**src/rtl/spi_xfer_seq_if.sv**
```systemverilog
`default_nettype none
// ============================================================================
// Module   : spi_xfer_seq_if
// Brief    : Command, TX/RX stream and byte-master bundle for spi_xfer_seq.
// Revision : 1.0
// ============================================================================
interface spi_xfer_seq_if #(
    parameter int LEN_W = 4
);
    logic             cmd_valid;
    logic             cmd_ready;
    logic [LEN_W-1:0] cmd_len;
    logic             tx_valid;
    logic             tx_ready;
    logic [7:0]       tx_data;
    logic             rx_valid;
    logic [7:0]       rx_data;
    logic             rx_last;
    logic             done;
    logic             cs_n;
    logic             spi_start;
    logic [7:0]       spi_data_in;
    logic             spi_busy;
    logic             spi_new_data;
    logic [7:0]       spi_data_out;

    // master: the requester plus byte-level SPI master; slave: the sequencer
    modport master (
        output cmd_valid, cmd_len, tx_valid, tx_data,
               spi_busy, spi_new_data, spi_data_out,
        input  cmd_ready, tx_ready, rx_valid, rx_data, rx_last, done,
               cs_n, spi_start, spi_data_in
    );

    modport slave (
        input  cmd_valid, cmd_len, tx_valid, tx_data,
               spi_busy, spi_new_data, spi_data_out,
        output cmd_ready, tx_ready, rx_valid, rx_data, rx_last, done,
               cs_n, spi_start, spi_data_in
    );
endinterface
`default_nettype wire

```
**src/rtl/spi_xfer_seq.sv**
```systemverilog
`default_nettype none
// ============================================================================
// Module   : spi_xfer_seq
// Brief    : Multi-byte SPI burst sequencer driving a byte-level SPI master,
//            with programmable chip-select setup and hold.
// Revision : 1.0
// ============================================================================
module spi_xfer_seq #(
    parameter int LEN_W    = 4,
    parameter int CS_SETUP = 2,
    parameter int CS_HOLD  = 2
) (
    input  logic          clk,
    input  logic          rst,
    spi_xfer_seq_if.slave bus
);
    localparam int c_CNT_MAX = (CS_SETUP > CS_HOLD) ? CS_SETUP : CS_HOLD;
    localparam int c_CNT_W   = (c_CNT_MAX > 1) ? $clog2(c_CNT_MAX) : 1;
    localparam logic [c_CNT_W-1:0] c_SETUP_LAST = c_CNT_W'(CS_SETUP - 1);
    localparam logic [c_CNT_W-1:0] c_HOLD_LAST  = c_CNT_W'(CS_HOLD - 1);

    typedef enum logic [2:0] {
        S_IDLE  = 3'd0,
        S_SETUP = 3'd1,
        S_LOAD  = 3'd2,
        S_XFER  = 3'd3,
        S_HOLD  = 3'd4
    } state_t;

    state_t             r_state;
    logic [LEN_W-1:0]   r_len;
    logic [LEN_W-1:0]   r_byte_cnt;
    logic [c_CNT_W-1:0] r_cyc_cnt;
    logic               r_cs_n;
    logic               r_rx_valid;
    logic [7:0]         r_rx_data;
    logic               r_rx_last;
    logic               r_done;

    logic w_tx_ready;
    logic w_start;

    // Handshake outputs are gated by rst so they read 0 while reset is held
    assign w_tx_ready      = rst && (r_state == S_LOAD) && !bus.spi_busy;
    assign w_start         = w_tx_ready && bus.tx_valid;
    assign bus.tx_ready    = w_tx_ready;
    assign bus.spi_start   = w_start;
    assign bus.spi_data_in = w_start ? bus.tx_data : 8'h00;
    assign bus.cmd_ready   = rst && (r_state == S_IDLE);
    assign bus.cs_n        = r_cs_n;
    assign bus.rx_valid    = r_rx_valid;
    assign bus.rx_data     = r_rx_data;
    assign bus.rx_last     = r_rx_last;
    assign bus.done        = r_done;

    always_ff @(posedge clk or negedge rst) begin
        if (!rst) begin
            r_state    <= S_IDLE;
            r_len      <= '0;
            r_byte_cnt <= '0;
            r_cyc_cnt  <= '0;
            r_cs_n     <= 1'b1;
            r_rx_valid <= 1'b0;
            r_rx_data  <= 8'h00;
            r_rx_last  <= 1'b0;
            r_done     <= 1'b0;
        end else begin
            r_rx_valid <= 1'b0;
            r_rx_last  <= 1'b0;
            r_done     <= 1'b0;
            case (r_state)
                S_IDLE: begin
                    if (bus.cmd_valid) begin
                        r_len      <= bus.cmd_len;
                        r_byte_cnt <= '0;
                        r_cyc_cnt  <= '0;
                        r_cs_n     <= 1'b0;
                        r_state    <= S_SETUP;
                    end
                end
                S_SETUP: begin
                    if (r_cyc_cnt == c_SETUP_LAST) begin
                        r_cyc_cnt <= '0;
                        r_state   <= S_LOAD;
                    end else begin
                        r_cyc_cnt <= r_cyc_cnt + 1'b1;
                    end
                end
                S_LOAD: begin
                    if (w_start) begin
                        r_state <= S_XFER;
                    end
                end
                S_XFER: begin
                    // Only new_data advances; busy from the master is not consulted here
                    if (bus.spi_new_data) begin
                        r_rx_valid <= 1'b1;
                        r_rx_data  <= bus.spi_data_out;
                        r_rx_last  <= (r_byte_cnt == r_len);
                        if (r_byte_cnt == r_len) begin
                            r_state <= S_HOLD;
                        end else begin
                            r_byte_cnt <= r_byte_cnt + 1'b1;
                            r_state    <= S_LOAD;
                        end
                    end
                end
                S_HOLD: begin
                    if (r_cyc_cnt == c_HOLD_LAST) begin
                        r_cyc_cnt <= '0;
                        r_cs_n    <= 1'b1;
                        r_done    <= 1'b1;
                        r_state   <= S_IDLE;
                    end else begin
                        r_cyc_cnt <= r_cyc_cnt + 1'b1;
                    end
                end
                default: begin
                    r_state <= S_IDLE;
                end
            endcase
        end
    end
endmodule
`default_nettype wire

```
**src/flat_wrapper.sv**
```systemverilog
// flat-port wrapper written by rule: the top's interface ports become plain ports
module spi_xfer_seq_flat 
#(
    parameter int LEN_W    = 4,
    parameter int CS_SETUP = 2,
    parameter int CS_HOLD  = 2
)
  (clk, rst, bus_cmd_valid, bus_cmd_len, bus_tx_valid, bus_tx_data, bus_spi_busy, bus_spi_new_data, bus_spi_data_out, bus_cmd_ready, bus_tx_ready, bus_rx_valid, bus_rx_data, bus_rx_last, bus_done, bus_cs_n, bus_spi_start, bus_spi_data_in);
  spi_xfer_seq_if #(.LEN_W(LEN_W)) bus_i ();
  input  logic clk;
  input  logic rst;
  input wire logic [$bits(bus_i.cmd_valid)-1:0] bus_cmd_valid;
  input wire logic [$bits(bus_i.cmd_len)-1:0] bus_cmd_len;
  input wire logic [$bits(bus_i.tx_valid)-1:0] bus_tx_valid;
  input wire logic [$bits(bus_i.tx_data)-1:0] bus_tx_data;
  input wire logic [$bits(bus_i.spi_busy)-1:0] bus_spi_busy;
  input wire logic [$bits(bus_i.spi_new_data)-1:0] bus_spi_new_data;
  input wire logic [$bits(bus_i.spi_data_out)-1:0] bus_spi_data_out;
  output wire logic [$bits(bus_i.cmd_ready)-1:0] bus_cmd_ready;
  output wire logic [$bits(bus_i.tx_ready)-1:0] bus_tx_ready;
  output wire logic [$bits(bus_i.rx_valid)-1:0] bus_rx_valid;
  output wire logic [$bits(bus_i.rx_data)-1:0] bus_rx_data;
  output wire logic [$bits(bus_i.rx_last)-1:0] bus_rx_last;
  output wire logic [$bits(bus_i.done)-1:0] bus_done;
  output wire logic [$bits(bus_i.cs_n)-1:0] bus_cs_n;
  output wire logic [$bits(bus_i.spi_start)-1:0] bus_spi_start;
  output wire logic [$bits(bus_i.spi_data_in)-1:0] bus_spi_data_in;
  assign bus_i.cmd_valid = bus_cmd_valid;
  assign bus_i.cmd_len = bus_cmd_len;
  assign bus_i.tx_valid = bus_tx_valid;
  assign bus_i.tx_data = bus_tx_data;
  assign bus_i.spi_busy = bus_spi_busy;
  assign bus_i.spi_new_data = bus_spi_new_data;
  assign bus_i.spi_data_out = bus_spi_data_out;
  assign bus_cmd_ready = bus_i.cmd_ready;
  assign bus_tx_ready = bus_i.tx_ready;
  assign bus_rx_valid = bus_i.rx_valid;
  assign bus_rx_data = bus_i.rx_data;
  assign bus_rx_last = bus_i.rx_last;
  assign bus_done = bus_i.done;
  assign bus_cs_n = bus_i.cs_n;
  assign bus_spi_start = bus_i.spi_start;
  assign bus_spi_data_in = bus_i.spi_data_in;
  spi_xfer_seq #(.LEN_W(LEN_W), .CS_SETUP(CS_SETUP), .CS_HOLD(CS_HOLD)) u_core (.clk(clk), .rst(rst), .bus(bus_i));
endmodule
```
**config.mk**
```make
export PLATFORM = sky130hd
export DESIGN_NAME = spi_xfer_seq_flat
export DESIGN_NICKNAME = d
export VERILOG_FILES = /design/src/rtl/spi_xfer_seq_if.sv /design/src/rtl/spi_xfer_seq.sv /design/src/flat_wrapper.sv
export SDC_FILE = /design/constraint.sdc
export NUM_CORES = 1
export LEC_CHECK = 0
export CAP_MARGIN = 20
export CORE_UTILIZATION = 45
export CTS_CLUSTER_DIAMETER = 50
export DETAILED_ROUTE_END_ITERATION = 16
export GPL_ROUTABILITY_DRIVEN = 0
export MAX_ROUTING_LAYER = met4
export PLACE_DENSITY = 0.94
export SLEW_MARGIN = 0
export SYNTH_ARGS = -nofsm -noshare
export SYNTH_HDL_FRONTEND = slang
export SYNTH_SLANG_ARGS = --single-unit
export TNS_END_PERCENT = 10
```
**constraint.sdc**
```tcl
create_clock -name clk -period 2.78 [get_ports clk]
set_input_delay 0.278 -clock clk [delete_from_list [all_inputs] [get_ports clk]]
set_output_delay 0.278 -clock clk [all_outputs]
set_load 0.02 [all_outputs]
```
### After elaboration in Yosys (flattened, before gate mapping)

Index checks and enable logic that the tools add are counted.

* bits in registers: 24
* logic and storage cells: 61

* equal/unequal tests: 11
* muxes and demuxes: 23
* $add $sub $neg: 2
* reductions and logical operators: 16

Operators by type and width (number)
* 2-to-1 mux 3 bit: 6
* one-hot mux 3 bit (5 select lines): 1
* 2-to-1 mux 4 bit: 3
* 2-to-1 mux 1 bit: 9
* 2-to-1 mux 8 bit: 1
* one-hot mux 4 bit (2 select lines): 1
* == test 3 x 2 -> 1 bit (second input constant): 2
* != test 2 x 1 -> 1 bit (second input constant): 3
* != test 2 bit (second input constant): 3
* AND reduction 2 bit: 3
* nonzero test 2 bit: 3
* AND reduction 5 bit: 1
* adder 4 x 1 -> 4 bit (second input constant): 1
* == test 4 bit: 1
* logical AND 1 bit: 4
* one-hot mux 1 bit (2 select lines): 2
* AND reduction 4 bit: 1
* == test 3 x 1 -> 1 bit (second input constant): 1
* == test 3 bit (second input constant): 1
* logical NOT 3 bit: 1
* AND reduction 3 bit: 1
* OR reduction 2 bit: 1
* adder 1 bit (second input constant): 1
* logical NOT 1 bit: 1

### Longest topological paths before layout

* word-level depth: 6
* gate-level depth with buffers: 6
* gate-level depth less buffers: 5

### Least setup slack after synthesis

No wires, ideal clock.

* path kind: reg2out
* start point: register u_core.r_state[2]
* end point: output port bus_spi_data_in[0]
* data arrival time: 1.342 ns
* cell stages (with the launch flop): 5
* path slack: 1.160 ns
* cell sequence: dfrtp_1 > and2b_1 > and3_1 > clkbuf_1 > and3_1

* longest elaborated chain between the ends: 5

RTL lines
* start, declared: line spi_xfer_seq.sv:30 `state_t r_state;`
* start signal, assigned: line spi_xfer_seq.sv:58 `r_state <= S_IDLE;`
* start signal, assigned: line spi_xfer_seq.sv:78 `r_state <= S_SETUP;`
* start signal, assigned: line spi_xfer_seq.sv:84 `r_state <= S_LOAD;`
* == test 3 x 2 -> 1 bit: line spi_xfer_seq.sv:44 `assign w_tx_ready = rst && (r_state == S_LOAD) && !bus.spi_busy;`
* logical AND 1 bit (2 in a row): line spi_xfer_seq.sv:44
* net bus_tx_ready: line flat_wrapper.sv:20 `output wire logic [$bits(bus_i.tx_ready)-1:0] bus_tx_ready;`
* logical AND 1 bit: line spi_xfer_seq.sv:45 `assign w_start = w_tx_ready && bus.tx_valid;`
* 2-to-1 mux 8 bit: line spi_xfer_seq.sv:48 `assign bus.spi_data_in = w_start ? bus.tx_data : 8'h00;`
* end, declared: line flat_wrapper.sv:27 `output wire logic [$bits(bus_i.spi_data_in)-1:0] bus_spi_data_in;`

The timed path passes the listed nets, and every way through them passes these cells.

### Worst setup path after layout

* start point: register u_core.r_state[2]
* end point: output port bus_spi_data_in[5]

* longest elaborated chain between the ends: 5

RTL lines (line)
* == test 3 x 2 -> 1 bit: spi_xfer_seq.sv:44
* logical AND 1 bit (2 in a row): spi_xfer_seq.sv:44
* logical AND 1 bit: spi_xfer_seq.sv:45
* 2-to-1 mux 8 bit: spi_xfer_seq.sv:48

No other way between the ends.

==> flow_summary_export.csv <==
group,metric,value,unit
clock_network,tritoncts,"yes",
setup_path,crit_family,"simple AND/OR/NAND/NOR gates",
setup_path,cp_cell_sequence,"and2b_1, and3_1, and3_1, clkdlybuf4s50_1",
timing,slew-limit-headroom,53.6,%
power,p_switching,0.551,mW
power,internal-power,0.917,mW
global_routing,grt_max_degree,25,
logic_synthesis,ys_warn_count,0,
clock_network,path_clk_slew,0.13,ns
logic_synthesis,synth_top_area_share,48.9,%
logic_synthesis,synthTopCellsByCount,"dfrtp_1, nand2_1, and3_1, mux2_2, xor2_1",
die,die-area,2820,µm²
setup_path,slowest_stage,"clkdlybuf4s50_1",
logic_synthesis,synth_top_area_cell,"dfrtp_1",
status,outcome,"completed",
setup_path,crit_path_max_fanout,11,
timing,holdWs,0.335,ns
setup_path,critical_path.reg2reg.endpoint,"u_core.r_byte_cnt[3]",
die,die_h,53.2,µm
clock_network,clk_path_buf_depth,2,
run,cap_viol_max_count,0,
die,core_area,2480,µm²
logic_synthesis,yosysUniqueCellTypes,40,
power,peakVddDrop,0.657,mV
power,switching_share,37.5,%
logic_synthesis,synthArstFlopShare,100,%
power,p_per_area,861,nW/µm²
setup_path,crit_path_end,"bus_spi_data_in[5]",
placed_design,dp_hpwl,2010,µm
placed_design,dp_slack,0.459,ns
drt,drtPass1Iterations,5,
timing,min_period,2.52,ns
global_routing,grt_first_pass_wirelength,4010,µm
timing,fin_ws,0.262,ns
setup_path,crit_path_end_kind,"output pin",
setup_path,path_class,"reg2out",
logic_synthesis,synth_edf_count,0,
die,io_pins,49,
power,pwr-share-comb,45.6,%
setup_path,worstSetupStartpoint,"u_core.r_state[2]",
drt,antenna_left,0,
cells_and_area,nets,184,
cells_and_area,seq_area,602,µm²
drt,vias_per_cell,5.28,
logic_synthesis,post-synth-top-count-cell,"dfrtp_1",
global_routing,grtUsageTotal,20.7,%
timing,fmax,397,MHz
setup_path,startpoint_type,"flop",
cells_and_area,n_fill_cell,190,
timing,slew_violations,0,
die,start_util,47.5,%
die,num_rows,18,
setup_path,r2r_slack,1.14,ns
drt,vias,983,
clock_network,postCtsSetupBuffers,0,
setup_path,crit_top_cell,"and3_1",
timing,hold_viol,0,
logic_synthesis,synth_nets,134,
cells_and_area,multi_input_area,531,µm²
logic_synthesis,synth_area_leaders,"dfrtp_1, mux2_2, nand2_1",
clock_network,cts_resized,0,
setup_path,required,2.50,ns
logic_synthesis,seq_area_frac_synth,51.1,%
timing,finalSetupTns,0,ns
setup_path,crit_cells,4,
power,clkPwrFrac,12.7,%
drt,drt-initial-drc-count,10,
hold_path,hp-class,"in2async",
timing,setup-violations-final,0,
logic_synthesis,syn_inst,107,
drt,routed_wl,2630,µm
clock_network,clk_latency,0.31,ns
timing,clock_skew,0.00220,ns
power,total_power,1.47,mW
cells_and_area,diodes,0,
logic_synthesis,syn_area,1180,µm²
cells_and_area,final_core_util,68.8,%
global_routing,grt_pass1_vias,924,
clock_network,cts_buffers,3,
setup_path,crit_buf_inv,1,
clock_network,hold_buffers,0,
placed_design,portBuffers,48,
logic_synthesis,ys_ff_latch,24,
logic_synthesis,synth_area_per_cell,11.0,µm²
clock_network,cts.root.buffer_cell,"clkbuf_4",
global_routing,antenna_found_initial,0,
clock_network,htree_levels,1,
cells_and_area,syn_to_final_growth,44.8,%
clock_network,clock-sinks,24,
logic_synthesis,synthFlopType,"dfrtp_1",
setup_path,r2r_cells,4,
cells_and_area,drive_gt1_share,14.1,%
power,seq_power_share,41.7,%
global_routing,grt-ovfl-total,0,
die,fp.dieW,53.2,µm
power,p_leak,0.774,nW
setup_path,slowest_delay,0.63,ns
timing,max_slew.worst_pin.slew,0.686,ns
setup_path,r2r_start,"u_core.r_state[0]",
timing,period_share,90.6,%
timing,rsz0062_at_grt,"false",
setup_path,crit_arrival,2.24,ns
drt,post_drt_wl_per_cell,14.1,µm
drt,drcViolationCount,0,
[registers in the layout (all words and copies together) (netlist names)]
name,cells
u_core.bus.cs_n,1
u_core.bus.rx_data,8
u_core.r_byte_cnt,4
u_core.r_len,4
u_core.r_cyc_cnt,1
u_core.bus.rx_valid,1
u_core.bus.rx_last,1
u_core.r_state,3
u_core.bus.done,1
[worst min path at each step]
stage / end / start
floorplan: u_core.bus.done / rst
global placement: u_core.r_len[2] / u_core.r_len[2]
detailed placement: u_core.r_len[1] / u_core.r_len[1]
CTS: u_core.r_byte_cnt[0] / rst
global route: u_core.bus.rx_data[4] / rst
finish: u_core.bus.rx_data[7] / rst
[worst reg2reg max path: stages, from the launching register on]
cell and delay [ns]:
dfrtp_1 0.58, and3b_2 0.30, nand2_2 0.09, or4_1 0.53, o211ai_2 0.08
[power groups by stage]
stage | clock network, mW | registers (mW) | logic (mW)
final | 0.186 | 0.613 | 0.669
after global routing | 0.199 | 0.631 | 0.723
after CTS | 0.188 | 0.611 | 0.673
after detailed placement | 0 | 0.617 | 0.669
after global placement | 0 | 0.609 | 0.647
after floorplan | 0 | 0.655 | 0.376
[placed cells by master (no fill, tap or decap), drive strengths merged, types with 2 or more instances in the layout]
master,instances
clkdlybuf4s50,48
dfrtp,23
nand2,17
and3,10
mux2,8
xor2,4
clkbuf,4
nor2,3
and2,3
mux2i,3
inv,3
nor3,2
nand2b,2
o21ai,2
nand3,2
[metrics by stage]
step,std cells,instance area [µm²]
6_report,186,1710
3_3_place_gp,182,1670
3_5_place_dp,182,1670
5_1_grt,186,1710
4_1_cts,186,1710
2_1_floorplan,107,1180
[kinds of logic (layout without fill, tap and decap cells)]
kind of cell,count (synthesis),count (layout),synth area share (%)
and+or+nand+nor,49,49,23.5
DFF,24,24,51.1
muxes,11,11,10.2
AOI/OAI and AO/OA,10,10,6.59
buffers and inverters,7,56,3.83
xor gates and xnor gates,5,5,3.72
adders and majority gates,1,1,1.06
[final cells by class]
cell class	count	area share, %
Timing Repair Buffer	49	28.6
Inverter	3	0.660
Sequential cell	24	35.3
Clock buffer	4	2.13
Tap cell	30	2.20
Multi-Input combinational cell	76	31.1
[routing by layer]
layer / wire [µm] / vias up / global-route usage [%]
met1: 1140 / 471 / 25.8
met2: 1330 / 39 / 34.0
met3: 140 / 2 / 4.60
met4: 13 / 0 / 5.26
li1: - / 471 / -
met5: 0 / - / -
Note: power is estimated with default switching activity, not from simulation.
